--- src/rtl/cnn_ctrl_seq_pkg.sv ---
// -----------------------------------------------------------------------------
// cnn_ctrl_seq_pkg
// Shared types and constants for the CNN control sequencer and its packet
// decoder: the PE_state encoding, the CNTR_PACKET layout, the number of
// output-channel PEs and the packet field widths.
// -----------------------------------------------------------------------------
package cnn_ctrl_seq_pkg;

  localparam int OCP_NUM = 4;   // output-channel PEs (2-bit channel field)
  localparam int DATA_W  = 8;   // weight / write-bank data width
  localparam int ADDR_W  = 8;   // write-bank address width
  localparam int RADDR_W = 4;   // read-bank address width

  typedef enum logic [2:0] {
    IDLE = 3'd0,
    LOAD = 3'd1,
    CONV = 3'd2,
    POOL = 3'd3,
    RELU = 3'd4,
    DONE = 3'd5
  } pe_state_t;

  typedef struct packed {
    pe_state_t           PE_state;
    logic [DATA_W-1:0]   wrb_data;
    logic [ADDR_W-1:0]   wrb_addr;
    logic                wrb;
    logic [RADDR_W-1:0]  rdb_addr;
  } CNTR_PACKET;

endpackage

--- src/rtl/cnn_wload_addr_gen.sv ---
// -----------------------------------------------------------------------------
// cnn_wload_addr_gen
// Channel / weight-index counters for the weight load phase. Produces the
// write-bank address {ch[1:0], 2'b00, idx[3:0]} of the beat currently on offer
// and flags the final beat of the load (last channel, last index).
//
// Ports:
//   clk    in   clock
//   reset  in   synchronous active-high reset
//   clr    in   restart counting from channel 0, index 0
//   beat   in   a weight beat is accepted this cycle (advance counters)
//   addr   out  write address for the beat on offer
//   last   out  the beat on offer is the last one of the load
// -----------------------------------------------------------------------------
module cnn_wload_addr_gen
  import cnn_ctrl_seq_pkg::*;
#(
  parameter int N_W = 16
) (
  input  logic              clk,
  input  logic              reset,
  input  logic              clr,
  input  logic              beat,
  output logic [ADDR_W-1:0] addr,
  output logic              last
);

  logic [1:0] ch;
  logic [3:0] idx;

  always_ff @(posedge clk) begin
    if (reset || clr) begin
      ch  <= '0;
      idx <= '0;
    end else if (beat) begin
      if (idx == 4'(N_W - 1)) begin
        idx <= '0;
        ch  <= ch + 2'd1;
      end else begin
        idx <= idx + 4'd1;
      end
    end
  end

  assign addr = {ch, 2'b00, idx};
  assign last = (ch == 2'(OCP_NUM - 1)) && (idx == 4'(N_W - 1));

endmodule

--- src/rtl/cnn_ctrl_seq.sv ---
// -----------------------------------------------------------------------------
// cnn_ctrl_seq
// Layer-pass sequencer driving the CNTR_PACKET stream of the CNN PE/POOL/ReLU
// array. Per start: load OCP_NUM*N_W weights from a valid/ready stream, then
// run CONV (N_PIX read addresses) -> POOL (POOL_CYC cycles) -> RELU (1 cycle)
// once per output window, then a single DONE cycle.
//
// Ports:
//   clk        in   clock
//   reset      in   synchronous active-high reset
//   start      in   begin a pass (sampled only in IDLE)
//   skip_load  in   bypass LOAD, reuse resident weights (only when
//                   CNN_CTRL_WRELOAD_SKIP_EN is defined)
//   num_win    in   number of output windows, latched on start
//   w_valid    in   weight beat valid
//   w_data     in   weight value
//   w_ready    out  high in LOAD (decoded from state, no lag)
//   pk_out     out  registered control packet, one cycle behind the state
//   busy       out  state is not IDLE (decoded from state, no lag)
//   done       out  one-cycle pulse aligned with pk_out.PE_state == DONE
//
// Build option: define CNN_CTRL_WRELOAD_SKIP_EN to add the skip_load input.
// -----------------------------------------------------------------------------
module cnn_ctrl_seq
  import cnn_ctrl_seq_pkg::*;
#(
  parameter int N_W      = 16,
  parameter int N_PIX    = 16,
  parameter int POOL_CYC = 4
) (
  input  logic              clk,
  input  logic              reset,
  input  logic              start,
`ifdef CNN_CTRL_WRELOAD_SKIP_EN
  input  logic              skip_load,
`endif
  input  logic [7:0]        num_win,
  input  logic              w_valid,
  input  logic [DATA_W-1:0] w_data,
  output logic              w_ready,
  output CNTR_PACKET        pk_out,
  output logic              busy,
  output logic              done
);

  pe_state_t          state;
  logic [RADDR_W-1:0] pix;
  logic [7:0]         pool_cnt;
  logic [7:0]         win_cnt;
  logic [7:0]         num_win_q;

  logic               beat;
  logic               clr;
  logic               load_last;
  logic               skip;
  logic [ADDR_W-1:0]  wr_addr;

`ifdef CNN_CTRL_WRELOAD_SKIP_EN
  assign skip = skip_load;
`else
  assign skip = 1'b0;
`endif

  assign w_ready = (state == LOAD);
  assign busy    = (state != IDLE);
  assign beat    = w_ready & w_valid;
  assign clr     = (state == IDLE) & start;

  cnn_wload_addr_gen #(
    .N_W (N_W)
  ) u_addr_gen (
    .clk   (clk),
    .reset (reset),
    .clr   (clr),
    .beat  (beat),
    .addr  (wr_addr),
    .last  (load_last)
  );

  // State register and packet register: pk_out captures this cycle's
  // decisions, so it always trails the state by one cycle.
  always_ff @(posedge clk) begin
    if (reset) begin
      state     <= IDLE;
      pix       <= '0;
      pool_cnt  <= '0;
      win_cnt   <= '0;
      num_win_q <= '0;
      pk_out    <= '0;
      done      <= 1'b0;
    end else begin
      pk_out.PE_state <= state;
      pk_out.wrb      <= 1'b0;
      pk_out.rdb_addr <= '0;
      done            <= (state == DONE);

      case (state)
        IDLE: begin
          if (start) begin
            pix       <= '0;
            pool_cnt  <= '0;
            win_cnt   <= '0;
            num_win_q <= num_win;
            if (skip) state <= (num_win == 8'd0) ? DONE : CONV;
            else      state <= LOAD;
          end
        end

        LOAD: begin
          // Address and data are only refreshed on an accepted beat; gap
          // cycles keep the last written values on the bus.
          if (beat) begin
            pk_out.wrb      <= 1'b1;
            pk_out.wrb_data <= w_data;
            pk_out.wrb_addr <= wr_addr;
            if (load_last) state <= (num_win_q == 8'd0) ? DONE : CONV;
          end
        end

        CONV: begin
          pk_out.rdb_addr <= pix;
          if (pix == RADDR_W'(N_PIX - 1)) begin
            pix   <= '0;
            state <= POOL;
          end else begin
            pix <= pix + 1'b1;
          end
        end

        POOL: begin
          if (pool_cnt == 8'(POOL_CYC - 1)) begin
            pool_cnt <= '0;
            state    <= RELU;
          end else begin
            pool_cnt <= pool_cnt + 8'd1;
          end
        end

        RELU: begin
          win_cnt <= win_cnt + 8'd1;
          if (win_cnt + 8'd1 == num_win_q) state <= DONE;
          else                             state <= CONV;
        end

        DONE: state <= IDLE;

        default: state <= IDLE;
      endcase
    end
  end

endmodule

--- config.mk ---
export PLATFORM = sky130hd
export DESIGN_NAME = cnn_ctrl_seq
export DESIGN_NICKNAME = d
export VERILOG_FILES = /design/src/rtl/cnn_ctrl_seq_pkg.sv /design/src/rtl/cnn_wload_addr_gen.sv /design/src/rtl/cnn_ctrl_seq.sv
export SDC_FILE = /design/constraint.sdc
export NUM_CORES = 1
export LEC_CHECK = 0
export CORE_MARGIN = 1.5
export CORE_UTILIZATION = 25
export DETAILED_ROUTE_END_ITERATION = 16
export GPL_TIMING_DRIVEN = 0
export PLACE_DENSITY = 0.47
export REMOVE_ABC_BUFFERS = 1
export SYNTH_ARGS = -nofsm -noshare
export SYNTH_HDL_FRONTEND = slang
export SYNTH_SLANG_ARGS = --single-unit
export TNS_END_PERCENT = 30
--- constraint.sdc ---
create_clock -name clk -period 2.8 [get_ports clk]
set_clock_uncertainty 0.1 [all_clocks]
set_input_delay 0.42 -clock clk [delete_from_list [all_inputs] [get_ports clk]]
set_output_delay 0.42 -clock clk [all_outputs]
set_load 0.05 [all_outputs]
==> impl_metrics.toml, run 1 <==
[placed_design]
portBuffers = 44
place_inst = 509
hpwlAfterDp_um = 4600
globalplace.congestion = 0.750

[power_and_ir_drop]
p_int_mw = 1.89
cellLeakagePower_nw = 1.31
seq_power_share_pct = 34.8
power_switching_mw = 1.01
p_sw_share_pct = 35.0
peakVddDrop_v = 0.000328
combPwrFrac_pct = 27.3
pwr-share-clk_pct = 38.0
p_per_area_mw_per_mm2 = 791

[synth]
async_reset_ff_share_pct = 0
synth_ff_type = "dfxtp_1"
synth.yosys.warnings = 0
yosysTopAreaCell = "dfxtp_1"
synth.area.top_cells = "dfxtp_1 42%, a21oi_1 8.0%, nand2_1 8.0%"
seq_area_frac_synth_pct = 41.8
ys_types = 56
synthCells = 346
synth_top_area_share_pct = 41.8
syn_avg_cell_area_um2 = 8.30
syn_area_mm2 = 0.00287
ys_seq_elements = 60
synth_enable_flop_cells = 0

[cells_and_area]
ff_latch_area_mm2 = 0.00120
fillers = 1169
final_cells = 525
multi_input_area_mm2 = 0.00152
area_growth_pct = 27.7
nets = 405
drive_above_1_share_pct = 8.31
n_antenna_cell = 0

[sta]
setup-violations-final = 0
min_period_ns = 2.66
grt_setup_unrepaired = "no"
maxSlewHeadroom_pct = 54.7
layout_worst_path_cycle_share_pct = 95.1
clock.fmax_mhz = 375
slew_viol_final = 0
hold_viol = 0
hold_ws_ns = 0.353
worst_slew_pin_slew_ns = 0.678

[drt]
routed_wl_um = 6560
routedWlPerCell_um = 12.5
drt_pass1_iterations = 4
drc = 0
viasPerCell = 4.63
drt_first_iter_violations = 124
vias = 2430
ant_nets = 0

[hold_path]
min_path_type = "reg2reg"
hold_depth = 2

[grt]
grt_pass1_wl_um = 11200
grt_max_degree = 34
grt.total_usage_pct = 11.9
grt.overflow.total = 0
antenna_found_initial = 0
grt_pass1_vias = 2326

[die]
ioPinCount = 47
fp.dieH_um = 110
die_w_um = 110
start_util_pct = 26.0
rows = 38
die_area_mm2 = 0.0121
core_area_mm2 = 0.0110

[clock_network]
cts_resized = 0
holdBufCountCts = 0
cts_buffers = 9
clk_latency_ns = 0.33
cts_tree = "done"
clkSlewWorstSetupHoldPaths_ns = 0.06
h-tree-depth = 3
clkSinkCount = 60
cts_buffer_depth = 2
post_cts.repair.setup_buffers = 0
root_buffer = "clkbuf_16"

[run_status]
status = "finished, final reports clean"

[setup_path]
crit_path_end_kind = "output port"
ff2ff_path_depth = 6
critPathLaunchType = "flip-flop"
path_max_fanout = 11
r2r_setup_slack_ns = 0.25
worst-setup-path-type = "reg2out"
crit_required_ns = 2.28
arrival_ns = 2.14
r2r_start = "pool_cnt[0]$_SDFFE_PP0P_"
crit_path_end = "w_ready"
r2r-end = "state[0]$_SDFFE_PP0P_"
crit_start = "state[0]$_SDFFE_PP0P_"

[flow_run]
maxCapViolCount = 0
[how the worst min path moves through the flow]
stage                                             start                       to
final                           pk_out[20]$_SDFFE_PP0P_  pk_out[20]$_SDFFE_PP0P_
after global routing             pk_out[7]$_SDFFE_PP0P_   pk_out[7]$_SDFFE_PP0P_
after floorplan           u_addr_gen.ch[1]$_SDFFE_PP0P_  pk_out[12]$_SDFFE_PP0P_
after detailed placement        pk_out[16]$_SDFFE_PP0P_  pk_out[16]$_SDFFE_PP0P_
after CTS                       pk_out[20]$_SDFFE_PP0P_  pk_out[20]$_SDFFE_PP0P_
after global placement          pk_out[18]$_SDFFE_PP0P_  pk_out[18]$_SDFFE_PP0P_
[synthesized netlist by cell type (2+ instances only)]
| cell type | n |
|---|---|
| or4_1 | 4 |
| nor2_1 | 27 |
| a31oi_1 | 2 |
| ha_1 | 5 |
| a41oi_1 | 2 |
| clkbuf_1 | 10 |
| buf_4 | 4 |
| a211oi_1 | 4 |
| and3_1 | 7 |
| o21ai_1 | 13 |
| a21oi_1 | 46 |
| o211ai_1 | 2 |
| mux2i_1 | 2 |
| nor3_1 | 3 |
| dfxtp_1 | 60 |
| nor2b_1 | 6 |
| nor3b_1 | 5 |
| o21ai_0 | 6 |
| nand4b_1 | 2 |
| nand3_1 | 10 |
| xnor2_1 | 6 |
| nand2b_1 | 3 |
| xor2_1 | 4 |
| and2_1 | 8 |
| buf_6 | 3 |
| inv_1 | 3 |
| nand2_1 | 61 |
| buf_2 | 5 |
| nand3b_1 | 2 |
| a22oi_1 | 2 |
| or3_1 | 4 |
[power groups by stage]
stage | Clock [mW] | Sequential [mW] | Combinational [mW]
after floorplan | 0 | 1.09 | 0.478
after global placement | 0 | 1.03 | 0.796
after detailed placement | 0 | 1.03 | 0.800
after CTS | 1.13 | 1.01 | 0.803
after global routing | 1.17 | 1.02 | 0.875
final | 1.10 | 1.01 | 0.791
[layout by cell type, fill, tap and decap left out, types with 2 or more instances in the layout]
cell,n
nor2b_1,6
inv_1,3
mux2i_1,2
and2_1,8
and3_1,7
nor2_1,27
clkdlybuf4s50_1,43
nand3b_1,2
o21ai_0,6
xnor2_1,6
a31oi_1,2
o21ai_1,13
nand3_1,10
clkinv_4,2
conb_1,2
o211ai_1,2
or3_1,4
nand2b_1,3
clkinvlp_4,2
nor3b_1,5
a211oi_1,4
nand4b_1,2
dfxtp_1,60
nand2_1,61
a22oi_1,2
or4_1,4
a21oi_1,46
clkbuf_16,9
a41oi_1,2
xor2_1,4
ha_1,5
nor3_1,3
[registers in the layout (all words and copies together), names as in the netlist]
| signal | cells |
|---|---|
| u_addr_gen.ch | 2 |
| pool_cnt | 8 |
| pix | 4 |
| num_win_q | 8 |
| state | 3 |
| pk_out | 22 |
| done | 1 |
| u_addr_gen.idx | 4 |
| win_cnt | 8 |
[per-layer routing]
layer  global-route usage (%)  vias to the layer above  share of wire [%]
met3                     3.17                       10                4.4
met5                        0                        -                  0
met2                     18.0                       51                 45
met1                     15.7                     1096                 49
met4                     5.49                        0                1.8
li1                         -                     1273                  -
[per-stage QoR]
step                instance area (um2)  TNS (ns)  setup WS, ns  util (%)  total power, mW
finish                             3670         0         0.137      33.2             2.90
global route                       3670         0        0.0585      33.2             3.06
CTS                                3670         0         0.105      33.2             2.94
detailed placement                 3360         0         0.282      30.5             1.83
global placement                   3350     -2.94        -0.350      30.4             1.83
floorplan                          2730         0         0.283         -             1.57
[cell type report]
class | count | area share, %
well taps | 140 | 4.78
inverters | 4 | 0.410
multi-input cells | 260 | 41.4
flip-flops and latches | 60 | 32.8
clock buffers | 9 | 6.14
repair buffers | 45 | 12.4
clock inverters | 7 | 2.08
[kinds of logic after synthesis]
group	count (synthesis)	share of synthesized area (%)
AO/OA/AOI/OAI	83	17.0
multiplexers	2	0.697
flip-flops	60	41.8
adder cells (fa/ha/maj)	5	2.18
other	1	0.131
XOR/XNOR	11	4.01
buffers and inverters	27	5.41
AND/OR/NAND/NOR	157	28.7
[worst max-delay path: stages, from the launching register on]
cell and delay (ns):
dfxtp_1 0.52, nor3b_2 0.42, clkdlybuf4s50_1 0.88
Power figures use the tool's default switching activity.
==> inputs of run 2 (changes only) <==
Settings changed: PLACE_DENSITY 0.47 to 0.48.
Clock period 2.8 ns to 2.2 ns, I/O delays scaled along.
==> run 2 against run 1 <==
Effect of this change:
- power is 22% higher
- non-clock buffer count is 2 higher
- first-iteration DRC count is 15% lower
- critical path depth is 1 higher
- critical endpoint is now busy
- clock power is 11% higher
- hold slack worse by 0.041 ns
- sequential power is 28% higher
- largest cell class unchanged
- critical path type unchanged
- register-to-register slack worse by 0.14 ns
- sequential share of layout area is 0.11 points higher
- cell area is 0.61% higher
==> impl_metrics.toml, run 2 (synthesis results as in run 1) <==
[run_status]
status = "finished, final reports clean"

[clock_network]
h-tree-depth = 3
cts_buffers = 9
root_buffer = "clkbuf_16"
clkSinkCount = 60
cts_buffer_depth = 2
cts_tree = "done"
clkSlewWorstSetupHoldPaths_ns = 0.05
holdBufCountCts = 0
clk_latency_ns = 0.32

[power_and_ir_drop]
cellLeakagePower_nw = 1.31
finalPower_mw = 3.54
p_per_area_mw_per_mm2 = 959
peakVddDrop_v = 0.000477

[setup_path]
path_max_fanout = 12
r2r_setup_slack_ns = 0.11
crit_required_ns = 1.77
crit_path_end_kind = "output port"
arrival_ns = 1.70
max_stage_delay_ns = 0.60
cpMaxStageDelayCell = "dfxtp_1"
r2r-end = "u_addr_gen.idx[3]$_SDFFE_PP0P_"
ff2ff_path_depth = 4
crit_chain = "nor3_1 > inv_1 > dlygate4sd2_1"
worst-setup-path-type = "reg2out"
r2r_start = "state[0]$_SDFFE_PP0P_"
critPathLaunchType = "flip-flop"

[cells_and_area]
multi_input_area_mm2 = 0.00156
regMostFlops = "pk_out"
area_growth_pct = 28.5
largest_reg_flops = 22
nets = 407
ff_latch_area_mm2 = 0.00121
n_antenna_cell = 0
final_util_pct = 33.4
drive_above_1_share_pct = 13.0
layout_commonest_cell = "nand2_1"
fillers = 1186
mostFrequentLayoutCells = "60 x nand2_1, 53 x dfxtp_1, 46 x a21oi_1"

[grt]
grt_max_degree = 34
grt.overflow.total = 0
antenna_found_initial = 0
grt.total_usage_pct = 11.5
grt_pass1_wl_um = 10800
grt_pass1_vias = 2295

[die]
die_area_mm2 = 0.0121
start_util_pct = 26.0
ioPinCount = 47
fp.dieH_um = 110
core_area_mm2 = 0.0110
rows = 38
die_w_um = 110

[sta]
worst_slew_pin_slew_ns = 0.530
layout_worst_path_cycle_share_pct = 97.0
hold_viol = 0
maxSlewHeadroom_pct = 64.7
min_period_ns = 2.13
setup-violations-final = 0
grt_setup_unrepaired = "yes"
clock.fmax_mhz = 469
slew_viol_final = 0

[drt]
routed_wl_um = 6540
viasPerCell = 4.61
routedWlPerCell_um = 12.4
ant_nets = 0
drt_first_iter_violations = 106
vias = 2426
drc = 0
drt_pass1_iterations = 4

[placed_design]
globalplace.congestion = 0.762
hpwlAfterDp_um = 4520
portBuffers = 44

[hold_path]
hold_path_startpoint = "reset"
hold_depth = 2
min_path_type = "in2reg"
hold-path-endpoint = "pool_cnt[4]$_SDFFE_PP0P_"

[flow_run]
maxCapViolCount = 0
## run 2: critical path, delay by kind of cell (launching register included)
| family | cells | cell delay (ns) |
|---|---|---|
| and+or+nand+nor | 1 | 0.18 |
| buffers and inverters | 2 | 0.60 |
| DFF | 1 | 0.60 |
## run 2: area by class of cell
type                    instances  area share, %
clock inverters                 6          0.882
inverters                       4          0.407
multi-input cells             260           42.4
clock buffers                   9           6.11
repair buffers                 47           12.6
flip-flops and latches         60           32.9
well taps                     140           4.75
## run 2: timing repair
item,in CTS,in global routing
gates resized for setup,7,17
setup endpoints to repair,9,24
pin swaps,1,1
setup buffers,0,2
## run 2: worst max path at each step
stage,startpoint,depth (start not counted),endpoint
2_1_floorplan,state[0]$_SDFFE_PP0P_,4,u_addr_gen.idx[3]$_SDFFE_PP0P_
3_3_place_gp,reset,4,state[1]$_SDFFE_PP0P_
3_5_place_dp,pool_cnt[0]$_SDFFE_PP0P_,6,state[0]$_SDFFE_PP0P_
4_1_cts,state[0]$_SDFFE_PP0P_,4,u_addr_gen.idx[3]$_SDFFE_PP0P_
5_1_grt,state[0]$_SDFFE_PP0P_,4,u_addr_gen.idx[3]$_SDFFE_PP0P_
6_report,state[1]$_SDFFE_PP0P_,3,busy
## run 2: metal layers
layer  wire, um  GRT usage (%)  vias to the layer above
met5          0              0                        -
met4        107           4.40                        0
met3        197           2.94                        7
met2       3040           18.3                       35
met1       3200           14.8                     1114
li1           -              -                     1270
## run 2: stage by stage
stage	setup WS (ns)	hold WS [ns]	cells	TNS, ns	cell area (um2)
after floorplan	-0.317	0.294	324	-1.14	2730
after global placement	-0.850	0.344	508	-28.10	3350
after detailed placement	-0.270	0.347	509	-1.31	3360
after CTS	-0.0793	0.303	524	-0.220	3640
after global routing	-0.0481	0.335	526	-0.103	3690
final	0.0669	0.313	526	0	3690
## run 2: where the power goes
| group | switching, mW | total [mW] | internal [mW] |
|---|---|---|---|
| registers | 0.119 | 1.29 | 1.17 |
| clock network | 0.474 | 1.22 | 0.743 |
| logic | 0.675 | 1.03 | 0.351 |
==> inputs of run 3 (changes only) <==
Settings changed: CORE_MARGIN 1.5 to 2.
==> run 3 against run 2 <==
Effect of this change:
- power rose by 5.4%
- first-iteration DRC count fell by 15%
- critical endpoint is now state[2]$_SDFFE_PP0P_
- clock-buffer cell count rose by 1
- largest cell class unchanged
- critical path type is now reg2reg
- combinational power barely moved
- via count rose by 2.4%
- hold slack got worse by 0.044 ns
- global-route usage rose by 0.45 points
==> impl_metrics.toml, run 3 (synthesis results as in run 1) <==
[run_status]
status = "finished, final reports clean"

[drt]
ant_nets = 0
drt_pass1_iterations = 4
viasPerCell = 4.70
routedWlPerCell_um = 12.7
drc = 0
vias = 2485
routed_wl_um = 6730
drt_first_iter_violations = 90

[cells_and_area]
fillers = 1218
mostFrequentLayoutCells = "60 x nand2_1, 52 x dfxtp_1, 46 x a21oi_1"
regMostFlops = "pk_out"
n_antenna_cell = 0
nets = 406
final_util_pct = 32.8
final_cells = 529
drive_above_1_share_pct = 11.9
largest_reg_flops = 22
area_growth_pct = 29.3
layout_commonest_cell = "nand2_1"

[placed_design]
hpwlAfterDp_um = 4690
place_inst = 512
portBuffers = 44
globalplace.congestion = 0.756

[die]
ioPinCount = 47
start_util_pct = 25.4
rows = 39
die_area_mm2 = 0.0124
core_area_mm2 = 0.0113
fp.dieH_um = 111
die_w_um = 111

[sta]
min_period_ns = 2.11
setup-violations-final = 0
layout_worst_path_cycle_share_pct = 95.7
hold_viol = 0
maxSlewHeadroom_pct = 55.1
setup_tns_ns = 0
clock.fmax_mhz = 475
worst_slew_pin_slew_ns = 0.672
slew_viol_final = 0
grt_setup_unrepaired = "no"

[setup_path]
r2r-end = "state[2]$_SDFFE_PP0P_"
max_stage_delay_ns = 0.46
cp_top_family = "simple AND/OR/NAND/NOR gates"
arrival_ns = 2.24
cpMaxStageDelayCell = "or4_4"
crit_chain = "ha_2 > xnor2_1 > o311a_1 > nand4_2 > or4_4 > a2111oi_4"
r2r_setup_slack_ns = 0.09
crit_path_end_kind = "flip-flop"
path_max_fanout = 7
r2r_start = "win_cnt[0]$_SDFFE_PP0P_"
crit_start = "win_cnt[0]$_SDFFE_PP0P_"
critPathLaunchType = "flip-flop"
crit_buf_inv = 0
crit_required_ns = 2.33
worst-setup-path-type = "reg2reg"
ff2ff_path_depth = 6

[hold_path]
hold-path-endpoint = "num_win_q[6]$_SDFFE_PP0P_"
hold_depth = 2
hold_path_startpoint = "reset"
min_path_type = "in2reg"

[clock_network]
cts_tree = "done"
cts_buffer_depth = 2
clkSinkCount = 60
clk_latency_ns = 0.34
root_buffer = "clkbuf_16"
cts_buffers = 9
h-tree-depth = 3
clkSlewWorstSetupHoldPaths_ns = 0.05
holdBufCountCts = 0

[grt]
grt_pass1_vias = 2433
grt_pass1_wl_um = 11800
antenna_found_initial = 0
grt.total_usage_pct = 11.9
grt_max_degree = 38
grt.overflow.total = 0

[power_and_ir_drop]
cellLeakagePower_nw = 1.32
p_per_area_mw_per_mm2 = 1000
peakVddDrop_v = 0.000456

[flow_run]
maxCapViolCount = 0
## run 3: changes by cell type in the layout (fill, tap and decap cells not counted), sizes merged
cell      previous run  this run
clkinv               5         3
buf                  4         3
bufinv               0         1
clkbuf              10        11
clkinvlp             1         2
## run 3: power by group
group / internal [mW] / switching, mW
clock: 0.903 / 0.515
combinational: 0.344 / 0.670
sequential: 1.18 / 0.119
## run 3: worst max-delay path by stage
| stage | depth (start not counted) | endpoint | slack, ns |
|---|---|---|---|
| after floorplan | 4 | u_addr_gen.idx[3]$_SDFFE_PP0P_ | -0.32 |
| after global placement | 4 | state[1]$_SDFFE_PP0P_ | -0.86 |
| after detailed placement | 6 | state[0]$_SDFFE_PP0P_ | -0.27 |
| after CTS | 4 | u_addr_gen.idx[3]$_SDFFE_PP0P_ | -0.15 |
| after global routing | 7 | pool_cnt[5]$_SDFFE_PP0P_ | 0.007 |
| final | 6 | state[2]$_SDFFE_PP0P_ | 0.09 |
## run 3: timing repair
action	CTS	global route
buffers inserted	1	0
endpoints found under the setup margin	10	25
pin swaps	1	1
resized for setup	6	14
## run 3: metal layers
layer	track usage, %	wire length (um)
met1	14.8	3140
met2	18.1	3010
met3	3.88	343
met4	6.91	235
met5	0	0
## run 3: metrics by stage
step                power [mW]  worst slack, ns  hold slack, ns  cell area, um2
floorplan                 2.00           -0.317           0.294            2730
global placement          2.32           -0.859           0.341            3350
detailed placement        2.33           -0.271           0.349            3370
CTS                       3.76           -0.148           0.267            3690
global route              3.94          0.00731           0.293            3710
finish                    3.73           0.0948           0.269            3710
## run 3: cell type report
class | instances | area (um2) | area share (%)
Multi-Input combinational cell | 260 | 1540 | 41.6
Sequential cell | 60 | 1210 | 32.7
Timing Repair Buffer | 46 | 457 | 12.3
Clock buffer | 10 | 239 | 6.44
Tap cell | 143 | 179 | 4.82
Clock inverter | 6 | 63.8 | 1.72
Inverter | 4 | 15.0 | 0.405
